File: config.mk
export PLATFORM = sky130hd
export DESIGN_NAME = vending_machine_multi_flat
export DESIGN_NICKNAME = d
export VERILOG_FILES = /design/src/rtl/vending_machine_multi_pkg.sv /design/src/rtl/vending_machine_multi_if.sv /design/src/rtl/vending_machine_multi_change_dispenser.sv /design/src/rtl/vending_machine_multi.sv /design/src/flat_wrapper.sv
export SDC_FILE = /design/constraint.sdc
export NUM_CORES = 1
export LEC_CHECK = 0
export ABC_CLOCK_PERIOD_IN_PS = 4500
export CAP_MARGIN = 20
export CORE_MARGIN = 4
export CORE_UTILIZATION = 61
export CTS_CLUSTER_DIAMETER = 150
export DETAILED_ROUTE_END_ITERATION = 8
export PLACE_DENSITY = 0.86
export RECOVER_POWER = 50
export SETUP_SLACK_MARGIN = 0.1
export SKIP_CTS_REPAIR_TIMING = 1
export SKIP_LAST_GASP = 1
export SLEW_MARGIN = 20
export SYNTH_ARGS = -nofsm -noshare
export SYNTH_HDL_FRONTEND = slang
export SYNTH_HIERARCHICAL = 1
export SYNTH_SLANG_ARGS = --single-unit
File: constraint.sdc
create_clock -name clk -period 4.5 [get_ports clk]
set_input_delay 0.9 -clock clk [delete_from_list [all_inputs] [get_ports clk]]
set_output_delay 0.9 -clock clk [all_outputs]
set_load 0.01 [all_outputs]
File: src/rtl/vending_machine_multi_pkg.sv
// Shared definitions for the multi-product vending controller: coin
// encodings, the controller state type and the coin-to-rupee helper.
package vend_pkg;

  localparam logic [1:0] COIN_NONE = 2'b00;
  localparam logic [1:0] COIN_5    = 2'b01;
  localparam logic [1:0] COIN_10   = 2'b10;
  localparam logic [1:0] COIN_20   = 2'b11;

  typedef enum logic [1:0] {
    S_IDLE   = 2'd0,
    S_CREDIT = 2'd1,
    S_VEND   = 2'd2,
    S_CHANGE = 2'd3
  } state_t;

  // Face value in Rs of a coin encoding; the "no coin" code is worth 0.
  function automatic logic [4:0] coin_value(input logic [1:0] coin);
    logic [4:0] v;
    case (coin)
      COIN_5:  v = 5'd5;
      COIN_10: v = 5'd10;
      COIN_20: v = 5'd20;
      default: v = 5'd0;
    endcase
    return v;
  endfunction

endpackage

File: src/rtl/vending_machine_multi_if.sv
// Front-end / back-end signal bundle of the vending controller.
// Strobe semantics: sel_valid, cancel and restock are single-cycle strobes
// sampled on the clock edge; coin_in is sampled every cycle. dispense,
// change_valid, coin_reject and sel_error are single-cycle valid pulses with
// no back-pressure; dispense_id and change_coin are meaningful only while
// their valid is high and are driven to zero otherwise.
interface vending_machine_multi_if #(
  parameter int NUM_PRODUCTS = 4,
  parameter int CREDIT_W     = 8
);
  import vend_pkg::*;

  localparam int SEL_W = (NUM_PRODUCTS > 1) ? $clog2(NUM_PRODUCTS) : 1;

  logic [1:0]              coin_in;
  logic                    sel_valid;
  logic [SEL_W-1:0]        sel_id;
  logic                    cancel;
  logic                    restock;
  logic                    dispense;
  logic [SEL_W-1:0]        dispense_id;
  logic                    change_valid;
  logic [1:0]              change_coin;
  logic                    coin_reject;
  logic                    sel_error;
  logic [CREDIT_W-1:0]     credit;
  logic [NUM_PRODUCTS-1:0] sold_out;
  logic                    busy;
  state_t                  state;    // debug view of the controller FSM

  modport master (
    output coin_in, sel_valid, sel_id, cancel, restock,
    input  dispense, dispense_id, change_valid, change_coin, coin_reject,
           sel_error, credit, sold_out, busy, state
  );

  modport slave (
    input  coin_in, sel_valid, sel_id, cancel, restock,
    output dispense, dispense_id, change_valid, change_coin, coin_reject,
           sel_error, credit, sold_out, busy, state
  );

endinterface

File: src/rtl/vending_machine_multi_change_dispenser.sv
// Greedy change selector: picks the largest coin not exceeding the credit,
// registers it onto the change outputs and hands back the reduced credit.
module vend_change_dispenser
  import vend_pkg::*;
#(
  parameter int CREDIT_W = 8
) (
  input  logic                clk,
  input  logic                rst_n,
  input  logic                active,
  input  logic [CREDIT_W-1:0] credit,
  output logic                change_valid,
  output logic [1:0]          change_coin,
  output logic [CREDIT_W-1:0] credit_next
);

  logic [1:0] coin_sel;

  // Largest-first coin choice; credit is a multiple of 5 so 5Rs is the floor.
  always_comb begin
    coin_sel = COIN_5;
    if (credit >= CREDIT_W'(20))      coin_sel = COIN_20;
    else if (credit >= CREDIT_W'(10)) coin_sel = COIN_10;
    credit_next = credit - CREDIT_W'(coin_value(coin_sel));
  end

  // One registered coin per active cycle; outputs are zero otherwise.
  always_ff @(posedge clk or negedge rst_n) begin
    if (!rst_n) begin
      change_valid <= 1'b0;
      change_coin  <= COIN_NONE;
    end else begin
      change_valid <= active;
      change_coin  <= active ? coin_sel : COIN_NONE;
    end
  end

endmodule

File: src/rtl/vending_machine_multi.sv
// Multi-product vending controller: coin credit, product selection against
// per-product stock and price, and greedy serial change/refund.
module vending_machine_multi
  import vend_pkg::*;
#(
  parameter int                          NUM_PRODUCTS = 4,
  parameter int                          CREDIT_W     = 8,
  parameter int                          MAX_CREDIT   = 100,
  parameter logic [8*NUM_PRODUCTS-1:0]   PRICES       = {8'd10, 8'd25, 8'd20, 8'd15},
  parameter int                          STOCK_W      = 4,
  parameter int                          STOCK_INIT   = 8
) (
  input logic                   clk,
  input logic                   rst_n,
  vending_machine_multi_if.slave bus
);

  localparam int SEL_W = (NUM_PRODUCTS > 1) ? $clog2(NUM_PRODUCTS) : 1;

  state_t              state, state_n;
  logic [CREDIT_W-1:0] credit, credit_n;
  logic                dispense, dispense_n;
  logic [SEL_W-1:0]    dispense_id, dispense_id_n;
  logic                coin_reject, coin_reject_n;
  logic                sel_error, sel_error_n;
  logic                vend_accept;
  logic                restock_apply;

  logic [7:0]          price_arr [NUM_PRODUCTS];
  logic [STOCK_W-1:0]  stock     [NUM_PRODUCTS];
  logic [NUM_PRODUCTS-1:0] empty_vec;

  logic                coin_present;
  logic [CREDIT_W:0]   credit_sum;
  logic [CREDIT_W:0]   price_ext;
  logic [7:0]          price_sel;
  logic                sel_in_range;
  logic                sel_ok;
  logic                chg_active;
  logic [CREDIT_W-1:0] chg_credit_next;

  // Per-product price table and stock counters.
  for (genvar i = 0; i < NUM_PRODUCTS; i++) begin : g_prod
    assign price_arr[i] = PRICES[8*i +: 8];
    assign empty_vec[i] = (stock[i] == '0);

    // Stock reloads on restock and counts down on each accepted vend.
    always_ff @(posedge clk or negedge rst_n) begin
      if (!rst_n)
        stock[i] <= STOCK_W'(STOCK_INIT);
      else if (restock_apply)
        stock[i] <= STOCK_W'(STOCK_INIT);
      else if (vend_accept && (bus.sel_id == SEL_W'(i)))
        stock[i] <= stock[i] - STOCK_W'(1);
    end
  end

  assign coin_present = (bus.coin_in != COIN_NONE);
  assign credit_sum   = {1'b0, credit} + (CREDIT_W+1)'(coin_value(bus.coin_in));
  assign sel_in_range = (32'(bus.sel_id) < NUM_PRODUCTS);
  assign price_sel    = sel_in_range ? price_arr[bus.sel_id] : 8'd0;
  assign price_ext    = (CREDIT_W+1)'(price_sel);
  assign sel_ok       = sel_in_range && (stock[bus.sel_id] != '0) &&
                        ({1'b0, credit} >= price_ext);
  assign chg_active   = (state == S_CHANGE) && (credit != '0);

  vend_change_dispenser #(.CREDIT_W(CREDIT_W)) u_change (
    .clk          (clk),
    .rst_n        (rst_n),
    .active       (chg_active),
    .credit       (credit),
    .change_valid (bus.change_valid),
    .change_coin  (bus.change_coin),
    .credit_next  (chg_credit_next)
  );

  // Controller state and registered pulse outputs.
  always_ff @(posedge clk or negedge rst_n) begin
    if (!rst_n) begin
      state       <= S_IDLE;
      credit      <= '0;
      dispense    <= 1'b0;
      dispense_id <= '0;
      coin_reject <= 1'b0;
      sel_error   <= 1'b0;
    end else begin
      state       <= state_n;
      credit      <= credit_n;
      dispense    <= dispense_n;
      dispense_id <= dispense_id_n;
      coin_reject <= coin_reject_n;
      sel_error   <= sel_error_n;
    end
  end

  // Next state: cancel beats selection beats coin in IDLE/CREDIT; VEND and
  // CHANGE ignore requests and bounce any coin back.
  always_comb begin
    state_n       = state;
    credit_n      = credit;
    dispense_n    = 1'b0;
    dispense_id_n = '0;
    coin_reject_n = 1'b0;
    sel_error_n   = 1'b0;
    vend_accept   = 1'b0;
    restock_apply = (state == S_IDLE) && bus.restock && !bus.sel_valid && !bus.cancel;
    case (state)
      S_IDLE, S_CREDIT: begin
        if (bus.cancel) begin
          coin_reject_n = coin_present;
          if (credit != '0) state_n = S_CHANGE;
        end else if (bus.sel_valid) begin
          coin_reject_n = coin_present;
          if (sel_ok) begin
            vend_accept   = 1'b1;
            credit_n      = credit - CREDIT_W'(price_sel);
            dispense_n    = 1'b1;
            dispense_id_n = bus.sel_id;
            state_n       = S_VEND;
          end else begin
            sel_error_n = 1'b1;
          end
        end else if (coin_present) begin
          if (credit_sum <= (CREDIT_W+1)'(MAX_CREDIT)) begin
            credit_n = credit_sum[CREDIT_W-1:0];
            state_n  = S_CREDIT;
          end else begin
            coin_reject_n = 1'b1;
          end
        end
      end
      S_VEND: begin
        coin_reject_n = coin_present;
        state_n       = (credit != '0) ? S_CHANGE : S_IDLE;
      end
      S_CHANGE: begin
        coin_reject_n = coin_present;
        if (credit != '0) credit_n = chg_credit_next;
        else              state_n  = S_IDLE;
      end
      default: state_n = S_IDLE;
    endcase
  end

  assign bus.dispense    = dispense;
  assign bus.dispense_id = dispense_id;
  assign bus.coin_reject = coin_reject;
  assign bus.sel_error   = sel_error;
  assign bus.credit      = credit;
  assign bus.sold_out    = empty_vec;
  assign bus.busy        = (state == S_VEND) || (state == S_CHANGE);
  assign bus.state       = state;

endmodule

File: src/flat_wrapper.sv
// flat-port wrapper written by rule: the top's interface ports become plain ports
module vending_machine_multi_flat import vend_pkg::*;
#(
  parameter int                          NUM_PRODUCTS = 4,
  parameter int                          CREDIT_W     = 8,
  parameter int                          MAX_CREDIT   = 100,
  parameter logic [8*NUM_PRODUCTS-1:0]   PRICES       = {8'd10, 8'd25, 8'd20, 8'd15},
  parameter int                          STOCK_W      = 4,
  parameter int                          STOCK_INIT   = 8
)
  (clk, rst_n, bus_coin_in, bus_sel_valid, bus_sel_id, bus_cancel, bus_restock, bus_dispense, bus_dispense_id, bus_change_valid, bus_change_coin, bus_coin_reject, bus_sel_error, bus_credit, bus_sold_out, bus_busy, bus_state);
  vending_machine_multi_if #(.NUM_PRODUCTS(NUM_PRODUCTS), .CREDIT_W(CREDIT_W)) bus_i ();
  input logic clk;
  input logic rst_n;
  input wire logic [$bits(bus_i.coin_in)-1:0] bus_coin_in;
  input wire logic [$bits(bus_i.sel_valid)-1:0] bus_sel_valid;
  input wire logic [$bits(bus_i.sel_id)-1:0] bus_sel_id;
  input wire logic [$bits(bus_i.cancel)-1:0] bus_cancel;
  input wire logic [$bits(bus_i.restock)-1:0] bus_restock;
  output wire logic [$bits(bus_i.dispense)-1:0] bus_dispense;
  output wire logic [$bits(bus_i.dispense_id)-1:0] bus_dispense_id;
  output wire logic [$bits(bus_i.change_valid)-1:0] bus_change_valid;
  output wire logic [$bits(bus_i.change_coin)-1:0] bus_change_coin;
  output wire logic [$bits(bus_i.coin_reject)-1:0] bus_coin_reject;
  output wire logic [$bits(bus_i.sel_error)-1:0] bus_sel_error;
  output wire logic [$bits(bus_i.credit)-1:0] bus_credit;
  output wire logic [$bits(bus_i.sold_out)-1:0] bus_sold_out;
  output wire logic [$bits(bus_i.busy)-1:0] bus_busy;
  output wire logic [$bits(bus_i.state)-1:0] bus_state;
  assign bus_i.coin_in = bus_coin_in;
  assign bus_i.sel_valid = bus_sel_valid;
  assign bus_i.sel_id = bus_sel_id;
  assign bus_i.cancel = bus_cancel;
  assign bus_i.restock = bus_restock;
  assign bus_dispense = bus_i.dispense;
  assign bus_dispense_id = bus_i.dispense_id;
  assign bus_change_valid = bus_i.change_valid;
  assign bus_change_coin = bus_i.change_coin;
  assign bus_coin_reject = bus_i.coin_reject;
  assign bus_sel_error = bus_i.sel_error;
  assign bus_credit = bus_i.credit;
  assign bus_sold_out = bus_i.sold_out;
  assign bus_busy = bus_i.busy;
  assign bus_state = bus_i.state;
  vending_machine_multi #(.NUM_PRODUCTS(NUM_PRODUCTS), .CREDIT_W(CREDIT_W), .MAX_CREDIT(MAX_CREDIT), .PRICES(PRICES), .STOCK_W(STOCK_W), .STOCK_INIT(STOCK_INIT)) u_core (.clk(clk), .rst_n(rst_n), .bus(bus_i));
endmodule
==> results.sh, run 1 <==
export IMPL_synth_warnings=6
export IMPL_clock_sinks=34
export IMPL_first_pass_iters=5
export IMPL_nFillCells=322
export IMPL_grt_overflow=0
export IMPL_required_ps=4670
export IMPL_cpMaxStageDelayCell="clkdlybuf4s50_1"
export IMPL_synthToLayoutAreaGrowth_pct=17.3
export IMPL_clock_skew_ps=6.08
export IMPL_drv_cap=1
export IMPL_grt_max_degree=35
export IMPL_drive_gt1_share_pct=9.14
export IMPL_fmax_mhz=238
export IMPL_die_w_um=75.8
export IMPL_cp_start_kind="primary input"
export IMPL_htreeDepth=2
export IMPL_vdd_drop_max_mv=0.404
export IMPL_crit_family="simple AND/OR/NAND/NOR gates"
export IMPL_tightest_slew_ps=1830
export IMPL_antenna_found_initial=0
export IMPL_regArea_um2=856
export IMPL_synth_distinct_cells=51
export IMPL_violations="max-capacitance violations, max-slew violations"
export IMPL_syn_instance_count=326
export IMPL_leakagePower_nw=1.45
export IMPL_rsz0062_at_grt="false"
export IMPL_wl_per_cell_um=16.3
export IMPL_diodes=0
export IMPL_dp_final_hpwl_um=5030
export IMPL_status="finished with violations"
export IMPL_fp_dieH_um=75.8
export IMPL_crit_chain="clkdlybuf4s50_1 -> inv_1 -> ha_1 -> or2_2 -> ha_1 -> inv_1 -> fa_1 -> a211oi_1 -> nor2_1 -> nor4_4 -> nor2_1 -> o32ai_1 -> a311oi_4 -> mux2_2"
export IMPL_multi_input_area_um2=1810
export IMPL_async_flop_share_pct=100
export IMPL_hold_class="flip-flop to flip-flop"
export IMPL_core_area_um2=4410
export IMPL_via_count=2549
export IMPL_io_pins=32
export IMPL_timing_final_crit_share_pct=93.2
export IMPL_gp_congestion=0.937
export IMPL_ys_flop_type="dfrtp_1"
export IMPL_root_buffer="clkbuf_8"
export IMPL_dieArea_um2=5750
export IMPL_ant_nets=0
export IMPL_cts_reportedPaths_clkPinSlew_ps=70
export IMPL_wl_um=6740
export IMPL_syn_area_per_cell_um2=8.61
export IMPL_crit_buf_inv=3
export IMPL_cp_max_fo=8
export IMPL_vias_per_cell=6.17
export IMPL_total_power_w=0.00234
export IMPL_synth_edf_count=0
export IMPL_use_met3_pct=5.80
export IMPL_cts_tree="yes"
export IMPL_drc=0
export IMPL_grt_busiest_layer="met2"
export IMPL_crit_type="primary input to flip-flop"
export IMPL_finalSetupViolations=0
export IMPL_hold_slack_ps=530
export IMPL_syn_area_um2=2810
export IMPL_syn_num_nets=364
export IMPL_crit_arrival_ps=4360
export IMPL_ys_seq_area_share_pct=30.5
export IMPL_slew_viol_final=35
export IMPL_critPathMaxStageDelay_ps=550
export IMPL_grt_pass1_wl_um=11000
export IMPL_clk_latency_ps=280
export IMPL_synth_seq_cells=34
export IMPL_met2_usage_pct=39.8
export IMPL_hold_violations=0
export IMPL_num_rows=24
export IMPL_grtUsageTotal_pct=25.0
export IMPL_slew_limit_headroom_pct=-22.0
export IMPL_initial_core_util_pct=63.6
export IMPL_grt_pass1_vias=2391
export IMPL_tns_ps=0
export IMPL_globalRouteMet1Util_pct=33.7
export IMPL_cts_made_buffers=5
export IMPL_finalNetCount=398
export IMPL_pwr_density_cell_nw_per_um2=712
export IMPL_port_buffers=31
export IMPL_endpoint_kind="flip-flop"
export IMPL_clockBufferDepth=2
export IMPL_first_iter_violations=198
export IMPL_min_period_ps=4200
==> worst register-to-register path, stage by stage, from the launching register on <==
cell and delay [ps]:
dfrtp_1 590, inv_1 160, fa_1 590, inv_1 50, o21ai_0 300, nand2_1 110, a21oi_2 130, nor4_2 60
buf_4 160, a311oi_4 540, mux2_2 400
==> cell usage in the layout (no fill, tap or decap), types with 4 or more instances in the layout <==
cell type        instances
a21oi_1                 12
nand2_1                 27
o211ai_1                 5
a31oi_1                  4
clkbuf_8                 6
mux2_2                   6
nor2_1                  28
inv_1                   25
nor2b_1                  4
o21bai_1                 4
xnor2_1                  8
dfrtp_1                 30
o21ai_0                 23
nand3_1                 20
nor3_1                  13
clkdlybuf4s50_1         22
buf_4                    4
ha_1                    26
nor3b_1                  5
dlygate4sd3_1            9
nor4_1                   5
dfstp_2                  4
xor2_1                  13
nand2b_1                 4
==> state kept, by name, summed over array words and instances, names as in the netlist <==
name,count
u_core/stock,16
u_core/u_change/change_coin,2
u_core/bus.dispense,1
u_core/bus.sel_error,1
u_core/bus.credit,8
u_core/u_change/change_valid,1
u_core/bus.dispense_id,2
u_core/bus.state,2
u_core/bus.coin_reject,1
==> cells in the mapped netlist (4+ instances only) <==
cell type / n / area (um^2)
o211ai_1: 5 / 37.5
nand2b_1: 4 / 25.0
nand3_1: 20 / 100
nor4_1: 5 / 31.3
o21bai_1: 4 / 30.0
a21oi_1: 12 / 60.1
buf_2: 4 / 20.0
nand2_1: 27 / 101
xnor2_1: 8 / 70.1
ha_1: 26 / 325
nor2b_1: 4 / 25.0
nor2_1: 28 / 105
nor3b_1: 5 / 37.5
nor3_1: 13 / 65.1
mux2_2: 6 / 67.6
a31oi_1: 4 / 25.0
inv_1: 25 / 93.8
xor2_1: 13 / 114
o21ai_0: 23 / 115
dfrtp_1: 30 / 751
dfstp_2: 4 / 105
clkbuf_1: 5 / 18.8
==> through the flow <==
stage | std cells | util, % | cell area (um^2) | setup WS, ps
final | 413 | 74.6 | 3290 | 304
after global routing | 413 | 74.6 | 3290 | 175
after CTS | 413 | 74.7 | 3300 | 348
after detailed placement | 405 | 72.1 | 3180 | 50.6
after global placement | 405 | 72.1 | 3180 | 199
after floorplan | 326 | - | 2810 | 924
==> kinds of logic (layout without fill, tap and decap cells) <==
group	Yosys count	in the layout	synth area share, %
xor gates and xnor gates	21	21	6.55
buffers and inverters	35	70	4.86
adders and majority gates	29	29	13.7
muxes	9	9	3.48
DFF	34	34	30.5
and+or+nand+nor	127	127	23.8
AOI/OAI and AO/OA	71	71	17.1
==> layer usage <==
layer,share of wire (%),vias to the layer above
met5,0,-
met4,1.5,0
met3,7.2,16
met2,48,102
met1,43,1213
li1,-,1218
==> report_power, final <==
part	switching [W]	internal [W]
Combinational	0.000766	0.000705
Sequential	0.000169	0.000412
Clock	0.000111	0.000181
Total	0.00105	0.00130
==> path summary, 6_finish.rpt <==
path | startpoint | endpoint | slack, ps | depth (start not counted)
worst max-delay path | bus_sel_id[1] | u_core/bus.credit[6] | 300 | 14
min in group asynchronous | rst_n | u_core/bus.credit[3] | 1650 | 2
max in group asynchronous | rst_n | u_core/stock[1] | 1800 | 2
worst min register to register | u_core/stock[12] | u_core/stock[12] | 530 | 1
worst max register to register | u_core/bus.credit[1] | u_core/bus.credit[6] | 1290 | 10
worst min-delay path | u_core/stock[12] | u_core/stock[12] | 530 | 1
==> final cells by class <==
class	instances	share of cell area [%]
inverter	26	2.96
sequential	34	26.0
clock buffer	7	2.62
timing repair buffer	36	10.4
clock inverter	1	0.912
multi-input combinational	257	55.1
tap	52	1.98
Note: power is estimated with default switching activity, not from simulation.
==> run 2, diff against run 1 <==
SLEW_MARGIN = not set   (was 20)
==> results of run 2 <==
Final layout, timing and power as in run 1 (identical DEF).
==> run 3, diff against run 2 <==
CORE_UTILIZATION = 60   (was 61)
PLACE_DENSITY = 0.94   (was 0.86)
SLEW_MARGIN = 5   (was not set)
==> run 3 against run 2 <==
Against the previous run: the flow still finishes with violations (max-capacitance violations, max-slew violations); register-to-register slack worse by 40 ps; clock skew down 2.1 ps; global-route usage up 0.30 points; wire length up 4.6%; sequential cell count unchanged; sequential share of layout area down 0.23 points; fmax up 0.39%.
==> results.sh, run 3 (synthesized netlist as in run 1, its figures left out) <==
export IMPL_first_pass_iters=5
export IMPL_diodes=0
export IMPL_tightest_slew_ps=1830
export IMPL_num_rows=24
export IMPL_fmax_mhz=239
export IMPL_grt_busiest_layer="met2"
export IMPL_hold_slack_ps=534
export IMPL_cts_made_buffers=5
export IMPL_crit_type="primary input to flip-flop"
export IMPL_core_area_um2=4440
export IMPL_use_met3_pct=6.03
export IMPL_grtUsageTotal_pct=25.3
export IMPL_drive_gt1_share_pct=9.67
export IMPL_wl_per_cell_um=17.0
export IMPL_crit_arrival_ps=4360
export IMPL_largest_reg_flops=16
export IMPL_grt_max_degree=35
export IMPL_met2_usage_pct=42.9
export IMPL_synthToLayoutAreaGrowth_pct=18.4
export IMPL_grt_overflow=0
export IMPL_reg2regPathDepth=8
export IMPL_via_count=2600
export IMPL_ant_nets=0
export IMPL_drv_cap=1
export IMPL_cp_max_fo=8
export IMPL_die_w_um=76.4
export IMPL_vias_per_cell=6.28
export IMPL_root_buffer="clkbuf_8"
export IMPL_final_common_cell="dfrtp_1"
export IMPL_hold_class="flip-flop to flip-flop"
export IMPL_rsz0062_at_grt="false"
export IMPL_slew_limit_headroom_pct=-21.7
export IMPL_finalNetCount=399
export IMPL_vdd_drop_max_mv=0.269
export IMPL_clk_latency_ps=300
export IMPL_clock_sinks=34
export IMPL_endpoint_kind="flip-flop"
export IMPL_nFillCells=297
export IMPL_initial_core_util_pct=63.1
export IMPL_dieArea_um2=5840
export IMPL_leakagePower_nw=1.46
export IMPL_finalSetupViolations=0
export IMPL_critPathMaxStageDelay_ps=570
export IMPL_first_iter_violations=239
export IMPL_min_period_ps=4180
export IMPL_cp_start_kind="primary input"
export IMPL_cts_reportedPaths_clkPinSlew_ps=80
export IMPL_grt_pass1_wl_um=12000
export IMPL_slew_viol_final=35
export IMPL_dp_final_hpwl_um=5280
export IMPL_wl_um=7050
export IMPL_crit_chain="clkdlybuf4s50_1 -> inv_1 -> ha_1 -> or2_2 -> ha_1 -> inv_1 -> fa_1 -> a211oi_1 -> nor2_1 -> nor4_4 -> nor2_1 -> o32ai_1 -> a311oi_4 -> mux2_2"
export IMPL_top_regs="u_core/stock: 16 flops, u_core/bus.credit: 8 flops"
export IMPL_cts_tree="yes"
export IMPL_violations="max-capacitance violations, max-slew violations"
export IMPL_total_power_w=0.00242
export IMPL_htreeDepth=2
export IMPL_grt_pass1_vias=2592
export IMPL_hold_violations=0
export IMPL_timing_final_crit_share_pct=92.9
export IMPL_regMostFlops="u_core/stock"
export IMPL_final_util_pct=74.7
export IMPL_fin_ws_ps=320
export IMPL_drc=0
export IMPL_globalRouteMet1Util_pct=30.4
export IMPL_whs_path_depth=1
export IMPL_layout_common_cells="30 x dfrtp_1, 28 x nor2_1, 27 x nand2_1"
export IMPL_pwr_density_cell_nw_per_um2=729
export IMPL_port_buffers=31
export IMPL_antenna_found_initial=0
export IMPL_clock_skew_ps=3.98
export IMPL_fp_dieH_um=76.4
export IMPL_io_pins=32
export IMPL_clockBufferDepth=2
export IMPL_gp_congestion=0.918
export IMPL_dp_worst_setup_slack_ps=-4.83
export IMPL_required_ps=4680
export IMPL_cpMaxStageDelayCell="clkdlybuf4s50_1"
export IMPL_status="finished with violations"
## run 3: worst paths after layout
kind | from | endpoint | slack, ps
worst max register to register | u_core/bus.credit[1] | u_core/bus.credit[7] | 1250
worst max-delay path | bus_sel_id[1] | u_core/bus.credit[7] | 320
min in group asynchronous | rst_n | u_core/bus.credit[1] | 1630
worst min-delay path | u_core/stock[8] | u_core/stock[8] | 530
worst min register to register | u_core/stock[8] | u_core/stock[8] | 530
max in group asynchronous | rst_n | u_core/u_change/change_valid | 1820
## run 3: power breakdown
group          total [W]  switching [W]  internal, W
clock network   0.000349       0.000127     0.000222
registers       0.000588       0.000177     0.000411
logic            0.00148       0.000778     0.000705
total            0.00242        0.00108      0.00134
## run 3: layer usage
metal  part of all wire [%]  up-vias  routed length [um]
li1                       -     1224                   -
met1                     41     1216                2880
met2                     48      125                3410
met3                    7.2       35                 505
met4                    3.7        0                 262
met5                      0        -                   0
## run 3: area by class of cell
| type | instances | area (um^2) | area share [%] |
|---|---|---|---|
| Clock buffer | 5 | 68.8 | 2.07 |
| Clock inverter | 3 | 68.8 | 2.07 |
| Inverter | 26 | 97.6 | 2.94 |
| Multi-Input combinational cell | 257 | 1810 | 54.6 |
| Sequential cell | 34 | 856 | 25.8 |
| Tap cell | 52 | 65.1 | 1.96 |
| Timing Repair Buffer | 37 | 352 | 10.6 |
## run 3: critical path: cells and delay by family
family | cells | cell delay [ps]
mux | 1 | 400
fa+ha+maj | 3 | 670
buf+inv | 3 | 770
simple gates | 4 | 880
compound gates | 3 | 740
## run 3: per-stage QoR
step | std cells | TNS (ps) | area [um^2]
floorplan | 326 | 0 | 2810
CTS | 414 | 0 | 3330
global placement | 406 | 0 | 3190
finish | 414 | 0 | 3320
global route | 414 | 0 | 3320
detailed placement | 406 | -14.2 | 3190
